--- config.mk ---
export PLATFORM = sky130hd
export DESIGN_NAME = instr_fetch_unit
export DESIGN_NICKNAME = d
export VERILOG_FILES = /design/src/rtl/kabeta_pkg.sv /design/src/rtl/fetch_skid_buffer.sv /design/src/rtl/instr_fetch_unit.sv
export SDC_FILE = /design/constraint.sdc
export NUM_CORES = 1
export LEC_CHECK = 0
export CAP_MARGIN = 40
export CORE_MARGIN = 2
export CORE_UTILIZATION = 53
export CTS_BUF_LIST = sky130_fd_sc_hd__clkbuf_16
export DETAILED_ROUTE_END_ITERATION = 7
export PLACE_DENSITY = 0.81
export SYNTH_ARGS = -nofsm -noshare
export SYNTH_HDL_FRONTEND = slang
export SYNTH_SLANG_ARGS = --single-unit
--- constraint.sdc ---
create_clock -name i_clock -period 3.11 [get_ports i_clock]
set_input_delay 0.4665 -clock i_clock [delete_from_list [all_inputs] [get_ports i_clock]]
set_output_delay 0.4665 -clock i_clock [all_outputs]
set_load 0.01 [all_outputs]
--- src/rtl/kabeta_pkg.sv ---
// -----------------------------------------------------------------------------
// kabeta_pkg
// Shared definitions for the instruction fetch path.
//   INSTR_W          : instruction word width
//   IMEM_ADDR_W      : instruction-memory word address width (byte PC[30:2])
//   DEFAULT_RESET_PC : fetch byte address after reset (bit 31 = supervisor)
//   fetch_entry_t    : one fetched instruction together with its byte PC
// -----------------------------------------------------------------------------
package kabeta_pkg;

    localparam int unsigned INSTR_W     = 32;
    localparam int unsigned IMEM_ADDR_W = 29;

    localparam logic [31:0] DEFAULT_RESET_PC = 32'h8000_0000;

    typedef struct packed {
        logic [31:0]        pc;
        logic [INSTR_W-1:0] instr;
    } fetch_entry_t;

endpackage : kabeta_pkg

--- src/rtl/fetch_skid_buffer.sv ---
// -----------------------------------------------------------------------------
// fetch_skid_buffer
// Two-entry FIFO of fetch_entry_t between the instruction-memory read port and
// decode. The head entry is a dedicated register so the consumer sees a stable
// {pc, instr} for as long as it stalls.
// Ports:
//   i_clock      : clock, rising edge
//   i_reset_n    : asynchronous active-low reset
//   i_flush      : synchronous flush, empties the FIFO (dominates enq/deq)
//   i_enq        : write i_enq_data at the tail
//   i_enq_data   : entry to write
//   i_deq        : pop the head entry
//   o_head       : current head entry
//   o_count      : occupancy, 0..2
// -----------------------------------------------------------------------------
module fetch_skid_buffer
    import kabeta_pkg::*;
(
    input  logic         i_clock,
    input  logic         i_reset_n,
    input  logic         i_flush,
    input  logic         i_enq,
    input  fetch_entry_t i_enq_data,
    input  logic         i_deq,
    output fetch_entry_t o_head,
    output logic [1:0]   o_count
);

    fetch_entry_t r_head;
    fetch_entry_t r_tail;
    logic [1:0]   r_count;
    logic         w_deq;

    // A pop of an empty FIFO is ignored so the count can never underflow.
    assign w_deq = i_deq & (r_count != 2'd0);

    // NOTE: the two storage entries are reset along with the count because the
    // head drives the outputs directly and must read as zero out of reset; a
    // larger FIFO would normally leave its data array unreset.
    always_ff @(posedge i_clock or negedge i_reset_n) begin
        if (!i_reset_n) begin
            r_head  <= '0;
            r_tail  <= '0;
            r_count <= 2'd0;
        end else if (i_flush) begin
            // Stale entries stay in place; with count at zero they are invisible.
            r_count <= 2'd0;
        end else begin
            // NOTE: non-blocking assignments let r_head take the old r_tail in the
            // same edge that r_tail takes new data, independent of statement order.
            unique case ({i_enq, w_deq})
                2'b10: begin
                    if (r_count == 2'd0) begin
                        r_head <= i_enq_data;
                    end else begin
                        r_tail <= i_enq_data;
                    end
                    r_count <= r_count + 2'd1;
                end
                2'b01: begin
                    r_head  <= r_tail;
                    r_count <= r_count - 2'd1;
                end
                2'b11: begin
                    // Simultaneous push and pop: count holds, order is kept.
                    if (r_count == 2'd2) begin
                        r_head <= r_tail;
                        r_tail <= i_enq_data;
                    end else begin
                        r_head <= i_enq_data;
                    end
                end
                default: begin
                end
            endcase
        end
    end

    assign o_head  = r_head;
    assign o_count = r_count;

endmodule : fetch_skid_buffer

--- src/rtl/instr_fetch_unit.sv ---
// -----------------------------------------------------------------------------
// instr_fetch_unit
// Initiator on the instruction-memory I-port (one-cycle read latency). Issues
// sequential word reads, lands the returned words in a two-entry skid buffer
// and presents {PC, instruction} to decode over valid/ready. A redirect loads a
// new fetch PC in a single cycle and discards every older in-flight fetch.
// Ports:
//   i_clock          : clock, rising edge
//   i_reset_n        : asynchronous active-low reset
//   i_redirect_valid : load i_redirect_pc this cycle, kill older fetches
//   i_redirect_pc    : new fetch byte address, bits [1:0] ignored
//   o_mem_en         : I-port read enable
//   o_mem_addr       : I-port word address (PC[30:2])
//   i_mem_data       : I-port read data, valid the cycle after o_mem_en
//   o_out_valid      : o_out_instr / o_out_pc hold a fetched instruction
//   i_out_ready      : decode accepts when o_out_valid & i_out_ready
//   o_out_instr      : fetched instruction word
//   o_out_pc         : byte address of o_out_instr, including bit 31
// -----------------------------------------------------------------------------
module instr_fetch_unit
    import kabeta_pkg::*;
#(
    parameter logic [31:0] RESET_PC = DEFAULT_RESET_PC
) (
    input  logic                   i_clock,
    input  logic                   i_reset_n,
    input  logic                   i_redirect_valid,
    input  logic [31:0]            i_redirect_pc,
    output logic                   o_mem_en,
    output logic [IMEM_ADDR_W-1:0] o_mem_addr,
    input  logic [INSTR_W-1:0]     i_mem_data,
    output logic                   o_out_valid,
    input  logic                   i_out_ready,
    output logic [INSTR_W-1:0]     o_out_instr,
    output logic [31:0]            o_out_pc
);

    // Fetch PC held as supervisor bit + word address; the byte offset is always 0.
    logic                   r_f_sup;
    logic [IMEM_ADDR_W-1:0] r_f_word;
    logic                   r_req_pend;
    logic [31:0]            r_pend_pc;

    fetch_entry_t w_head;
    fetch_entry_t w_enq_data;
    logic [1:0]   w_count;
    logic [2:0]   w_occ;
    logic         w_redirect;
    logic         w_room;
    logic         w_deq;
    logic         w_enq;
    logic         w_unused_ok;

    // The byte offset of a redirect target carries no information.
    assign w_unused_ok = ^i_redirect_pc[1:0];

    // NOTE: every signal written here gets a value on every path, so no latch is
    // inferred; keep it that way when adding outputs.
    always_comb begin
        // Reset gates the redirect bypass so the port is quiet while in reset.
        w_redirect = i_redirect_valid & i_reset_n;

        // No handshake can complete in a redirect cycle.
        o_out_valid = (w_count != 2'd0) & ~i_redirect_valid;
        w_deq       = o_out_valid & i_out_ready;

        // Occupancy after this edge if nothing new is issued: buffered entries
        // plus the response landing now, minus the one decode takes. Issuing
        // only when this is below 2 reserves a slot for every response.
        w_occ  = {1'b0, w_count} + {2'b00, r_req_pend} - {2'b00, w_deq};
        w_room = (w_occ < 3'd2);

        o_mem_en   = i_reset_n & (w_redirect | w_room);
        o_mem_addr = w_redirect ? i_redirect_pc[30:2] : r_f_word;

        // A redirect throws away the response landing in the same cycle.
        w_enq      = r_req_pend & ~i_redirect_valid;
        w_enq_data = '{pc: r_pend_pc, instr: i_mem_data};
    end

    always_ff @(posedge i_clock or negedge i_reset_n) begin
        if (!i_reset_n) begin
            r_f_sup    <= RESET_PC[31];
            r_f_word   <= RESET_PC[30:2];
            r_req_pend <= 1'b0;
            r_pend_pc  <= '0;
        end else if (i_redirect_valid) begin
            // The redirect target itself is fetched this cycle, so the next
            // sequential fetch is the word after it.
            r_req_pend <= 1'b1;
            r_pend_pc  <= {i_redirect_pc[31:2], 2'b00};
            r_f_sup    <= i_redirect_pc[31];
            r_f_word   <= i_redirect_pc[30:2] + 29'd1;
        end else begin
            r_req_pend <= o_mem_en;
            if (o_mem_en) begin
                r_pend_pc <= {r_f_sup, r_f_word, 2'b00};
                // Word address wraps modulo 2^29; the supervisor bit is untouched.
                r_f_word  <= r_f_word + 29'd1;
            end
        end
    end

    fetch_skid_buffer u_skid_buffer (
        .i_clock    (i_clock),
        .i_reset_n  (i_reset_n),
        .i_flush    (i_redirect_valid),
        .i_enq      (w_enq),
        .i_enq_data (w_enq_data),
        .i_deq      (w_deq),
        .o_head     (w_head),
        .o_count    (w_count)
    );

    assign o_out_instr = w_head.instr;
    assign o_out_pc    = w_head.pc;

endmodule : instr_fetch_unit

==> run_results.csv, run 1 <==
group,metric,value,unit
timing,finalClockSkew,0.00925,ns
synth,synth_edf_count,0,
drt,dr.pass1.iters,5,
timing,rsz0062_at_grt,"no",
timing,finalSetupTns,0,ns
placement,placed_area,11200,um2
drt,drt_iter0_markers,422,
synth,async_flop_share,100,%
clocking,cts_made_buffers,17,
final_layout,final_area,11800,um2
synth,synth_cells,857,
global_routing,grt_max_degree,65,
pwr,p_leak,4.88,nW
clocking,clock-root-buffer,"clkbuf_16",
drt,routed_wl,21500,um
clocking,cts_tree,"built",
drt,post_drt_via_cell_ratio,5.55,
placement,dp.final_hpwl,14900,um
synth,yosysUniqueCellTypes,56,
pwr,power.density,856,nW/um2
worst_setup_path,worst_path_most_repeated_cell,"nor2_2",
final_layout,diodes,0,
drt,vias,7026,
worst_setup_path,start_kind,"register",
clocking,cts.clk_slew.worst_paths,0.07,ns
drt,drc,0,
worst_setup_path,r2r_cells,13,
worst_setup_path,reg2reg_setup_slack,0.18,ns
timing,timing_hold_violations_final,0,
floorplanning,die_w,136,um
synth,syn_area_per_cell,10.7,um2
global_routing,gr-total-overflow,0,
clocking,cts_sinks,187,
timing,fin_crit_sh,96.3,%
synth,synth_flop_cell,"dfrtp_1",
worst_setup_path,critPathSlowestCell,"fa_2",
pwr,vdd_drop_max,0.474,mV
worst_setup_path,slowest_delay,0.49,ns
drt,wl_per_cell,17.0,um
synth,ys_ff_latch,187,
timing,worstMarginPinSlew,0.505,ns
timing,slew_viol_final,0,
final_layout,multi_input_area,4250,um2
timing,fmax,334,MHz
worst_setup_path,worstPathRequired,2.64,ns
worst_setup_path,timing.rr.end,"r_f_word[16]",
floorplanning,die_area,18400,um2
worst_setup_path,r2r_start,"u_skid_buffer.o_count[1]",
global_routing,antenna_found_initial,0,
timing,setup_viol,0,
final_layout,final-seq-area,4680,um2
clocking,clock_path_buffers,2,
worst_setup_path,worstSetupEndpoint,"o_mem_en",
timing,relSlewSlack,66.3,%
worst_setup_path,critical_path.cell_chain,"nor2_2, nor2_2, and2_1, ha_1, nor2b_2, fa_2, nor2_4, o21a_1, clkbuf_2",
placement,gp_congestion,0.861,
worst_setup_path,crit_start,"u_skid_buffer.o_count[1]",
final_layout,nets,1100,
run,drv_cap,0,
synth,yosysMostFrequentCell,"dfrtp_1",
run_status,status,"finished, final reports clean",
synth,synthTopCellsByCount,"dfrtp_1 (186), nor2_1 (155), mux2_2 (95), nand2_1 (64), o22ai_1 (62)",
drt,antenna_left,0,
worst_setup_path,arrival,2.53,ns
floorplanning,die_y,136,um
timing,layout_min_cycle_time,2.99,ns
global_routing,grt_pass1_wl,35700,um
synth,yosysWarningCount,0,
clocking,clkLatencyLatePin,0.43,ns
synth,yosysSeqAreaShare,50.9,%
pwr,p_total,10.1,mW
synth,yosysTopAreaCell,"dfrtp_1",
final_layout,drive_above_1_share,20.6,%
global_routing,grt_pass1_vias,7072,
clocking,holdBufCountCts,0,
hold_path,hold_class,"primary input to async pin",
worst_setup_path,worstSetupEndpointType,"primary output",
worst_setup_path,crit_type,"register to primary output",
placement,io_buffers,158,
synth,yosys.area.top_type_share,50.7,%
clocking,cts_max_level,4,
floorplanning,core_area,17100,um2
worst_setup_path,crit_path_max_fanout,2,
floorplanning,start_util,53.7,%
global_routing,track_usage,24.6,%
floorplanning,ioPinCount,163,
final_layout,area_delta_synth_final,28.8,%
synth,syn_area,9190,um2
final_layout,n_fill_cell,1314,
floorplanning,num_rows,48,
synth,synthTopCellsByArea,"dfrtp_1 (51%), mux2_2 (12%), nor2_1 (6.3%)",
critical path: cells and delay by family (launching register included):
kind            cells  cell delay (ns)
fa+ha+maj           2             0.77
simple gates        5             0.64
flops               1             0.40
compound gates      1             0.15
buf+inv             1             0.14
report_power, final:
part	leakage, nW	internal [mW]	switching, mW
clock	0.280	1.13	0.995
combinational	2.42	2.14	1.78
sequential	2.19	3.43	0.647
logic make-up after synthesis:
| family | after synthesis | share of synthesized area (%) |
|---|---|---|
| adder cells (fa/ha/maj) | 3 | 0.490 |
| AO/OA/AOI/OAI | 122 | 8.70 |
| flip-flops | 187 | 50.9 |
| AND/OR/NAND/NOR | 285 | 14.4 |
| buffers and inverters | 63 | 3.51 |
| XOR/XNOR | 54 | 5.15 |
| multiplexers | 142 | 16.8 |
| other | 1 | 0.0408 |
how the worst min path moves through the flow:
stage          slack, ns                startpoint  cells past startpoint                        to
6_report            0.09                 i_reset_n                      2              r_f_word[27]
5_1_grt             0.11                 i_reset_n                      2              r_f_word[27]
4_1_cts             0.09                 i_reset_n                      2              r_f_word[27]
3_5_place_dp        0.49  u_skid_buffer.r_tail[39]                      1  u_skid_buffer.r_tail[39]
3_3_place_gp        0.49  u_skid_buffer.r_tail[36]                      1  u_skid_buffer.r_tail[36]
2_1_floorplan       0.17                 i_reset_n                      0               r_f_word[0]
what timing repair did:
action | 4_1_cts | 5_1_grt
resized for setup | 8 | 1
endpoints found under the setup margin | 1 | 8
buffers inserted | 1 | 2
pin swaps | 2 | 1
per-stage QoR:
step,worst slack [ns],cells,hold WS (ns),utilization (%)
6_report,0.116,1267,0.0869,69.1
5_1_grt,0.00399,1267,0.112,69.1
4_1_cts,0.00550,1265,0.0945,69.1
3_5_place_dp,-0.328,1232,0.494,65.5
3_3_place_gp,-0.322,1230,0.487,65.2
2_1_floorplan,0.0170,858,0.171,-
sequential cells by signal, indices dropped and copies added (netlist names):
name                   flops
r_f_sup                    1
r_f_word                  29
r_pend_pc                 30
r_req_pend                 1
u_skid_buffer.o_count      2
u_skid_buffer.o_head      62
u_skid_buffer.r_tail      62
per-layer routing:
metal / global-route usage [%] / wire length (um)
met1: 34.6 / 9770
met2: 39.7 / 10200
met3: 4.41 / 1200
met4: 6.83 / 340
met5: 0 / 0
layout make-up:
cell class | count | area share, %
clock inverters | 15 | 1.28
well taps | 225 | 2.38
inverters | 9 | 0.286
multi-input cells | 608 | 35.9
flip-flops and latches | 187 | 39.6
repair buffers | 206 | 17.0
clock buffers | 17 | 3.60
placed cells by master (no fill, tap or decap), types with 3 or more instances in the layout:
| master | count |
|---|---|
| a21oi_1 | 7 |
| buf_12 | 4 |
| buf_4 | 44 |
| clkbuf_16 | 17 |
| clkdlybuf4s50_1 | 155 |
| dfrtp_1 | 186 |
| inv_1 | 7 |
| inv_6 | 7 |
| mux2_2 | 95 |
| mux2i_1 | 47 |
| nand2_1 | 63 |
| nand3_1 | 19 |
| nand3b_1 | 4 |
| nand4_1 | 6 |
| nor2_1 | 153 |
| nor2_2 | 3 |
| nor3_1 | 7 |
| nor3_2 | 8 |
| nor4_2 | 4 |
| o21ai_0 | 30 |
| o21ai_1 | 5 |
| o22ai_1 | 62 |
| xnor2_1 | 34 |
| xor2_1 | 19 |
Note: power is estimated with default switching activity, not from simulation.
==> run 2, diff against run 1 <==
- CORE_MARGIN: 2 -> 4
==> run_results.csv, run 2 (same netlist as run 1, synthesis figures left out) <==
group,metric,value,unit
run_status,status,"finished, final reports clean",
placement,dp.final_hpwl,15400,um
drt,drc,0,
floorplanning,start_util,54.8,%
pwr,p_leak,4.89,nW
final_layout,layout_commonest_cell,"dfrtp_1",
drt,routed_wl,22600,um
worst_setup_path,start_kind,"register",
pwr,power.density,859,nW/um2
timing,finalClockSkew,0.00953,ns
floorplanning,die_w,140,um
global_routing,grt_pass1_vias,7055,
hold_path,hold_class,"primary input to async pin",
pwr,vdd_drop_max,0.510,mV
run,drv_cap,0,
timing,relSlewSlack,49.3,%
clocking,cts.clk_slew.worst_paths,0.07,ns
final_layout,final_cell_mix,"dfrtp_1 (186), clkdlybuf4s50_1 (155), nor2_1 (152)",
clocking,cts_made_buffers,17,
clocking,cts_tree,"built",
floorplanning,ioPinCount,163,
worst_setup_path,worst_path_most_repeated_cell,"buf_4",
final_layout,diodes,0,
worst_setup_path,crit_path_max_fanout,5,
timing,setup_viol,0,
worst_setup_path,crit_type,"register to register",
drt,antenna_left,0,
global_routing,gr-total-overflow,0,
timing,layout_min_cycle_time,3.03,ns
global_routing,grt_max_degree,67,
timing,fmax,330,MHz
global_routing,track_usage,22.9,%
clocking,clock-root-buffer,"clkbuf_16",
worst_setup_path,r2r_cells,16,
placement,io_buffers,158,
floorplanning,core_area,16800,um2
timing,whs,0.250,ns
timing,timing_hold_violations_final,0,
final_layout,nets,1103,
clocking,cts_sinks,187,
clocking,holdBufCountCts,0,
global_routing,antenna_found_initial,0,
floorplanning,die_area,19500,um2
drt,dr.pass1.iters,5,
placement,gp_congestion,0.836,
drt,vias,7126,
drt,wl_per_cell,17.9,um
clocking,clkLatencyLatePin,0.43,ns
floorplanning,num_rows,47,
worst_setup_path,slowest_delay,0.40,ns
clocking,cts_max_level,4,
worst_setup_path,critical_path.cell_chain,"nor2_2, nor2_2, and2_1, ha_1, nor2b_2, fa_2, xnor2_4, buf_4, buf_4, nor3b_4, buf_6, nand3_2, buf_4, nor3_4, xnor2_1, mux2i_1",
timing,slew_viol_final,0,
drt,post_drt_via_cell_ratio,5.63,
clocking,clock_path_buffers,2,
worst_setup_path,worstPathRequired,3.41,ns
timing,worstMarginPinSlew,0.760,ns
global_routing,grt_pass1_wl,36500,um
worst_setup_path,arrival,3.33,ns
worst_setup_path,worstSetupEndpointType,"register",
worst_setup_path,critPathSlowestCell,"dfrtp_1",
final_layout,area_delta_synth_final,28.8,%
timing,fin_crit_sh,97.4,%
drt,drt_iter0_markers,420,
final_layout,final_util,70.6,%
final_layout,drive_above_1_share,21.0,%
floorplanning,die_y,140,um
run 2: power breakdown:
part           switching [mW]  internal (mW)
Sequential              0.665           3.43
Combinational            1.83           2.18
Clock                    1.00           1.06
run 2: layer usage:
| metal | routed length (um) | GRT usage, % |
|---|---|---|
| met1 | 10200 | 32.5 |
| met2 | 10800 | 36.5 |
| met3 | 1400 | 4.56 |
| met4 | 185 | 5.86 |
| met5 | 0 | 0 |
run 2: worst paths after layout:
path,from,end,slack (ns)
min in group i_clock,u_skid_buffer.r_tail[41],u_skid_buffer.r_tail[41],0.51
worst min register to register,u_skid_buffer.r_tail[41],u_skid_buffer.r_tail[41],0.51
worst max-delay path,u_skid_buffer.o_count[1],r_f_word[17],0.08
worst max register to register,u_skid_buffer.o_count[1],r_f_word[17],0.08
max in group asynchronous,i_reset_n,u_skid_buffer.r_tail[17],1.83
worst min-delay path,i_reset_n,r_pend_pc[25],0.25
run 2: area by class of cell:
| cell class | count | area, um2 |
|---|---|---|
| clock inverter | 15 | 135 |
| sequential | 187 | 4680 |
| inverter | 9 | 33.8 |
| timing repair buffer | 209 | 2010 |
| clock buffer | 17 | 425 |
| tap | 220 | 275 |
| multi-input combinational | 608 | 4280 |
| fill | 1252 | 4930 |
run 2: through the flow:
| step | power [mW] | TNS, ns | area, um2 | cells | setup slack [ns] |
|---|---|---|---|---|---|
| after CTS | 10.1 | 0 | 11700 | 1258 | 0.00902 |
| final | 10.2 | 0 | 11800 | 1265 | 0.0796 |
| after detailed placement | 7.98 | -1.15 | 11100 | 1223 | -0.287 |
| after global routing | 10.8 | -0.359 | 11800 | 1265 | -0.0637 |
| after global placement | 7.80 | -0.766 | 11100 | 1222 | -0.285 |
| after floorplan | 6.12 | 0 | 9200 | 858 | 0.0170 |
run 2: worst max-delay path, delay by kind of cell (launching register included):
family                     cells  cell delay [ns]
muxes                          1             0.08
DFF                            1             0.40
xor gates and xnor gates       2             0.29
buffers and inverters          4             0.61
and+or+nand+nor                7             0.85
adders and majority gates      2             0.67
run 2: timing repair:
| item | CTS | global route |
|---|---|---|
| pin swaps | 4 | 6 |
| gates resized for setup | 9 | 9 |
| buffers inserted | 3 | 7 |
| endpoints found under the setup margin | 1 | 18 |
| gates cloned | 0 | 1 |
==> run 3, diff against run 2 <==
- CAP_MARGIN: 40 -> unset
- CORE_UTILIZATION: 53 -> 56
- CTS_BUF_LIST: sky130_fd_sc_hd__clkbuf_16 -> sky130_fd_sc_hd__clkbuf_4 sky130_fd_sc_hd__clkbuf_8 sky130_fd_sc_hd__clkbuf_16
- PLACE_DENSITY: 0.81 -> 0.83
- SYNTH_HIERARCHICAL: unset -> 1
==> run_results.csv, run 3 <==
group,metric,value,unit
pwr,p_total,9.28,mW
floorplanning,core_area,20200,um2
worst_setup_path,crit_type,"register to primary output",
final_layout,layout_commonest_cell,"dfrtp_1",
placement,gp_congestion,0.866,
clocking,cts_tree,"built",
drt,post_drt_via_cell_ratio,6.08,
global_routing,met2_usage,41.8,%
synth,ys_ff_latch,191,
floorplanning,die_w,151,um
synth,synth_top_family_by_area,"compound AO/OA/AOI/OAI gates",
synth,yosys.area.top_type_share,41.5,%
floorplanning,start_util,56.8,%
drt,dr.pass1.iters,8,
worst_setup_path,crit_path_max_fanout,2,
placement,dp.final_hpwl,18700,um
synth,synth_cells,1219,
synth,synthTopCellsByCount,"dfrtp_1 (190), nand2_1 (150), mux2_2 (98), nor2_1 (87), o21ai_0 (87)",
synth,yosysUniqueCellTypes,52,
timing,timing_hold_violations_final,0,
timing,fmax,337,MHz
synth,synthTopCellsByArea,"dfrtp_1 (41%), mux2_2 (9.6%), mux2i_1 (5.7%)",
clocking,clock_path_buffers,2,
floorplanning,ioPinCount,163,
clocking,cts_max_level,4,
final_layout,final_cell_mix,"dfrtp_1 (188), clkdlybuf4s50_1 (157), nand2_1 (149)",
timing,relSlewSlack,26.4,%
drt,wl_per_cell,18.1,um
synth,syn_area_per_cell,9.41,um2
synth,muxShareOfSynthArea,15.3,%
clocking,cts.clk_slew.worst_paths,0.07,ns
final_layout,n_fill_cell,1510,
clocking,cts_sinks,191,
global_routing,grt_pass1_wl,48900,um
synth,yosysWarningCount,6,
final_layout,area_delta_synth_final,22.4,%
drt,antenna_left,0,
timing,finalClockSkew,0.0107,ns
pwr,p_leak,5.63,nW
timing,rsz0062_at_grt,"no",
global_routing,grtUsageMet3,4.34,%
global_routing,grt_pass1_vias,9682,
synth,synth_flop_cell,"dfrtp_1",
clocking,cts_made_buffers,17,
drt,drc,5,
clocking,clock-root-buffer,"clkbuf_16",
worst_setup_path,arrival,2.50,ns
synth,async_flop_share,100,%
synth,yosysTopAreaCell,"dfrtp_1",
hold_path,hold_class,"primary input to async pin",
worst_setup_path,worstSetupEndpointType,"primary output",
synth,synth_compound_area_share,18.5,%
timing,worstMarginPinSlew,1.10,ns
timing,slew_viol_final,0,
worst_setup_path,start_kind,"register",
timing,fin_crit_sh,95.4,%
drt,vias,9938,
final_layout,nets,1421,
drt,drt_iter0_markers,937,
synth,yosysSeqAreaShare,41.7,%
run_status,violations,"DRC",
worst_setup_path,worstPathRequired,2.64,ns
synth,yosysMostFrequentCell,"dfrtp_1",
floorplanning,die_area,22800,um2
pwr,vdd_drop_max,0.411,mV
worst_setup_path,worstSetupEndpoint,"o_mem_en",
drt,routed_wl,29600,um
worst_setup_path,timing.rr.end,"r_f_word[12]",
synth,synth-simple-area-share,15.2,%
pwr,power.density,661,nW/um2
floorplanning,die_y,151,um
global_routing,top_usage_layer,"met2",
timing,layout_min_cycle_time,2.97,ns
worst_setup_path,r2r_start,"u_skid_buffer/o_count[0]",
worst_setup_path,reg2reg_setup_slack,0.22,ns
global_routing,grtUsageMet1,36.9,%
global_routing,antenna_found_initial,1,
timing,setup_viol,0,
run_status,status,"finished with violations",
worst_setup_path,r2r_cells,12,
final_layout,drive_above_1_share,15.4,%
global_routing,grt_max_degree,188,
global_routing,track_usage,26.5,%
clocking,clkLatencyLatePin,0.44,ns
clocking,cts_setup_buffers,0,
placement,io_buffers,160,
synth,synth-adder-area-share,0.393,%
synth,syn_area,11500,um2
floorplanning,num_rows,52,
synth,synth_xor_area_share,4.05,%
global_routing,gr-total-overflow,0,
timing,setup_slack,0.142,ns
worst_setup_path,crit_start,"u_skid_buffer/o_count[0]",
run,drv_cap,0,
synth,synth_edf_count,0,
placement,pre_cts_ws,-0.222,ns
run 3: cell count changes in the layout (fill, tap and decap cells not counted), moves of 51 or more:
cell | before | now
a21oi_1 | 7 | 79
nor2_1 | 152 | 85
o21ai_0 | 30 | 87
nor2b_1 | 0 | 51
nand2_1 | 63 | 149
o22ai_1 | 62 | 2
run 3: metrics by stage:
step	instance area, um2	util (%)	setup TNS, ns	hold WS [ns]	instances
4_1_cts	14000	69.5	0	0.492	1633
3_3_place_gp	13500	66.7	-1.16	0.297	1600
5_1_grt	14000	69.6	0	0.519	1634
2_1_floorplan	11600	-	0	0.171	1224
6_report	14000	69.6	0	0.504	1634
3_5_place_dp	13500	66.7	-1.98	0.296	1600
run 3: worst max-delay path, cell delays in order, from the launching register on:
cell and delay (ns):
dfrtp_4 0.42, inv_4 0.04, a21oi_4 0.17, and2_4 0.18, ha_4 0.19, nor2b_2 0.13, fa_2 0.46, inv_1 0.06
a21oi_1 0.06, nor2b_1 0.18, buf_2 0.16
run 3: area by class of cell:
| cell class | instances | area (um2) | share of cell area [%] |
|---|---|---|---|
| inverters | 10 | 42.5 | 0.303 |
| repair buffers | 210 | 2080 | 14.8 |
| clock inverters | 15 | 126 | 0.900 |
| diodes | 1 | 2.50 | 0.0178 |
| flip-flops and latches | 191 | 4790 | 34.1 |
| well taps | 270 | 338 | 2.41 |
| clock buffers | 17 | 425 | 3.03 |
| multi-input cells | 920 | 6230 | 44.4 |
run 3: layer usage:
layer | wire length (um) | part of all wire [%]
met4 | 741 | 2.5
met3 | 2000 | 6.8
met2 | 13900 | 47
met5 | 0 | 0
met1 | 12900 | 44
run 3: how the worst min path moves through the flow:
stage,from,end,cells after the start
detailed placement,i_reset_n,r_pend_pc[16],1
global placement,i_reset_n,r_pend_pc[16],1
CTS,i_reset_n,r_pend_pc[16],2
finish,i_reset_n,r_f_word[14],2
floorplan,i_reset_n,r_f_word[0],0
global route,i_reset_n,r_f_word[15],2
run 3: power breakdown:
group	switching, mW	total [mW]	internal [mW]
clock network	1.03	2.09	1.05
logic	1.37	3.10	1.73
registers	0.753	4.10	3.34
run 3: logic make-up after synthesis:
family,count (synthesis)
AO/OA/AOI/OAI,329
XOR/XNOR,53
adder cells (fa/ha/maj),3
buffers and inverters,113
flip-flops,191
multiplexers,163
other,1
AND/OR/NAND/NOR,366
run 3: timing repair:
action	CTS	global route
hold buffers	1	0
gates resized for setup	6	6
setup endpoints to repair	2	32
endpoints found under the hold margin	4	0
pin swaps	0	1
==> edit (config.mk and constraints of run 3) <==
Set the package constant `INSTR_W` to 24 (it was 32).
--- a/src/rtl/kabeta_pkg.sv
+++ b/src/rtl/kabeta_pkg.sv
@@ -9,5 +9,5 @@
 package kabeta_pkg;
 
-    localparam int unsigned INSTR_W     = 32;
+    localparam int unsigned INSTR_W     = 24;
     localparam int unsigned IMEM_ADDR_W = 29;
 
Interface: changed (resized i_mem_data and o_out_instr); port bits go from 163 to 147. No check against the original RTL was run, so the function may have changed too.
==> edit against run 3 <==
  * Count of clock-buffer cells in the layout up 6
  * Total power down 14%
  * Setup slack lost 0.071 ns
  * Area after synthesis shrank 16%
  * Wire length is 14% lower
  * Via count down 19%
  * Critical path depth is 5 higher
  * Sequential cell count fell by 16
  * Global-route usage up 0.076 points
  * Final area decreased by 15%
  * Critical path type is now reg2reg
  * Largest power group unchanged
  * Highest routed layer unchanged
==> edit: results (changes against run 3) <==
The run finished with clean final reports. By area the synthesized netlist is led by sky130_fd_sc_hd__dfrtp_1 45%, sky130_fd_sc_hd__mux2_2 5.9%, sky130_fd_sc_hd__mux2i_1 5.0%. The signal arrival time at the worst endpoint came out at 3.36 ns (+0.86 ns).

The total inserted antenna cells is 0 (-1). The via count of the first global-routing pass came out at 8,225 (-15%). The first-iteration detailed-routing DRC count is 670 (-28%).

The iteration count of the initial detailed-routing pass is 5 (-3). The global placer's final weighted congestion is 0.830 (-4.2%). The wire length per cell after detailed routing came out at 19.9 microns (+9.9%). The detailed-routing wirelength on met1 is 11,100 microns (-14%). The met2 track demand over resource in global routing was 0.420 (+0.00208). The maximum fanout along the worst path came out at 4 (+2). The post-synthesis mux area share came to 0.168 (+0.0150). The critical path's largest stage delay is 0.43 ns (-0.03 ns). The number of distinct library cells after synthesis came out at 57 (+9.6%). The sequential share of the synthesized area is 0.456 (+0.0389). The met1 layer usage reported by global route came out at 0.368 (-0.00161). The static leakage was 0.00478 uW (-15%). The compound-cell area share of the yosys netlist is 0.157 (-0.0280). The reg-to-reg setup timing slack is 0.07 ns (-0.15 ns). The xor and xnor area share after synthesis is 0.0474 (+0.00691).

The number of fill cells is 1,219 (-19%). The placed instance area was 11,300 sq um (-16%). The wire length on met2 came out at 12,300 microns (-12%). The worst-margin pin slew is 1.06 ns (-0.0443 ns). The growth of design area from synthesis to finish came out at 24.6%. The post-cts resize count came out at 3 (-3).

The proportion of layout cells with a drive suffix above 1 is 0.176 (+0.0216). The met3 wirelength from detailed routing came out at 1540 microns (-23%). The ratio of total power to cell area is 668 nW/um^2 (+1.1%).

The endpoint identified for the worst register-to-register timing path is r_f_word[24]. The number of nets in the layout came out at 1,109 (-22%). The setup path with the least slack is of type reg2reg. The initial antenna violation count came to 0 (-1). The hold slack came out at 0.154 ns (-0.350 ns). The detail-routed via count per cell is 6.26 (+2.9%).
[edit: cell count changes in the layout (fill, tap and decap cells not counted), sizes merged, moves of 16 or more]
cell,change
a211oi,+56
a21oi,-65
a222oi,-47
clkdlybuf4s50,-16
dfrtp,-16
mux2i,-17
nand2,-95
nand3,+57
nor2,-65
nor2b,-46
o21a,-47
[edit: critical path, delay by kind of cell (launching register included)]
kind            cells  cell delay (ns)
compound gates      4             0.61
xor+xnor            1             0.18
fa+ha+maj           2             0.69
buf+inv             5             0.67
flops               1             0.39
simple gates        3             0.39
[edit: final cells by class]
cell class / count / area share
clock buffers: 23 / 0.0403
clock inverters: 9 / 0.00920
inverters: 8 / 0.00251
well taps: 220 / 0.0230
repair buffers: 184 / 0.150
flip-flops and latches: 175 / 0.366
multi-input cells: 660 / 0.409
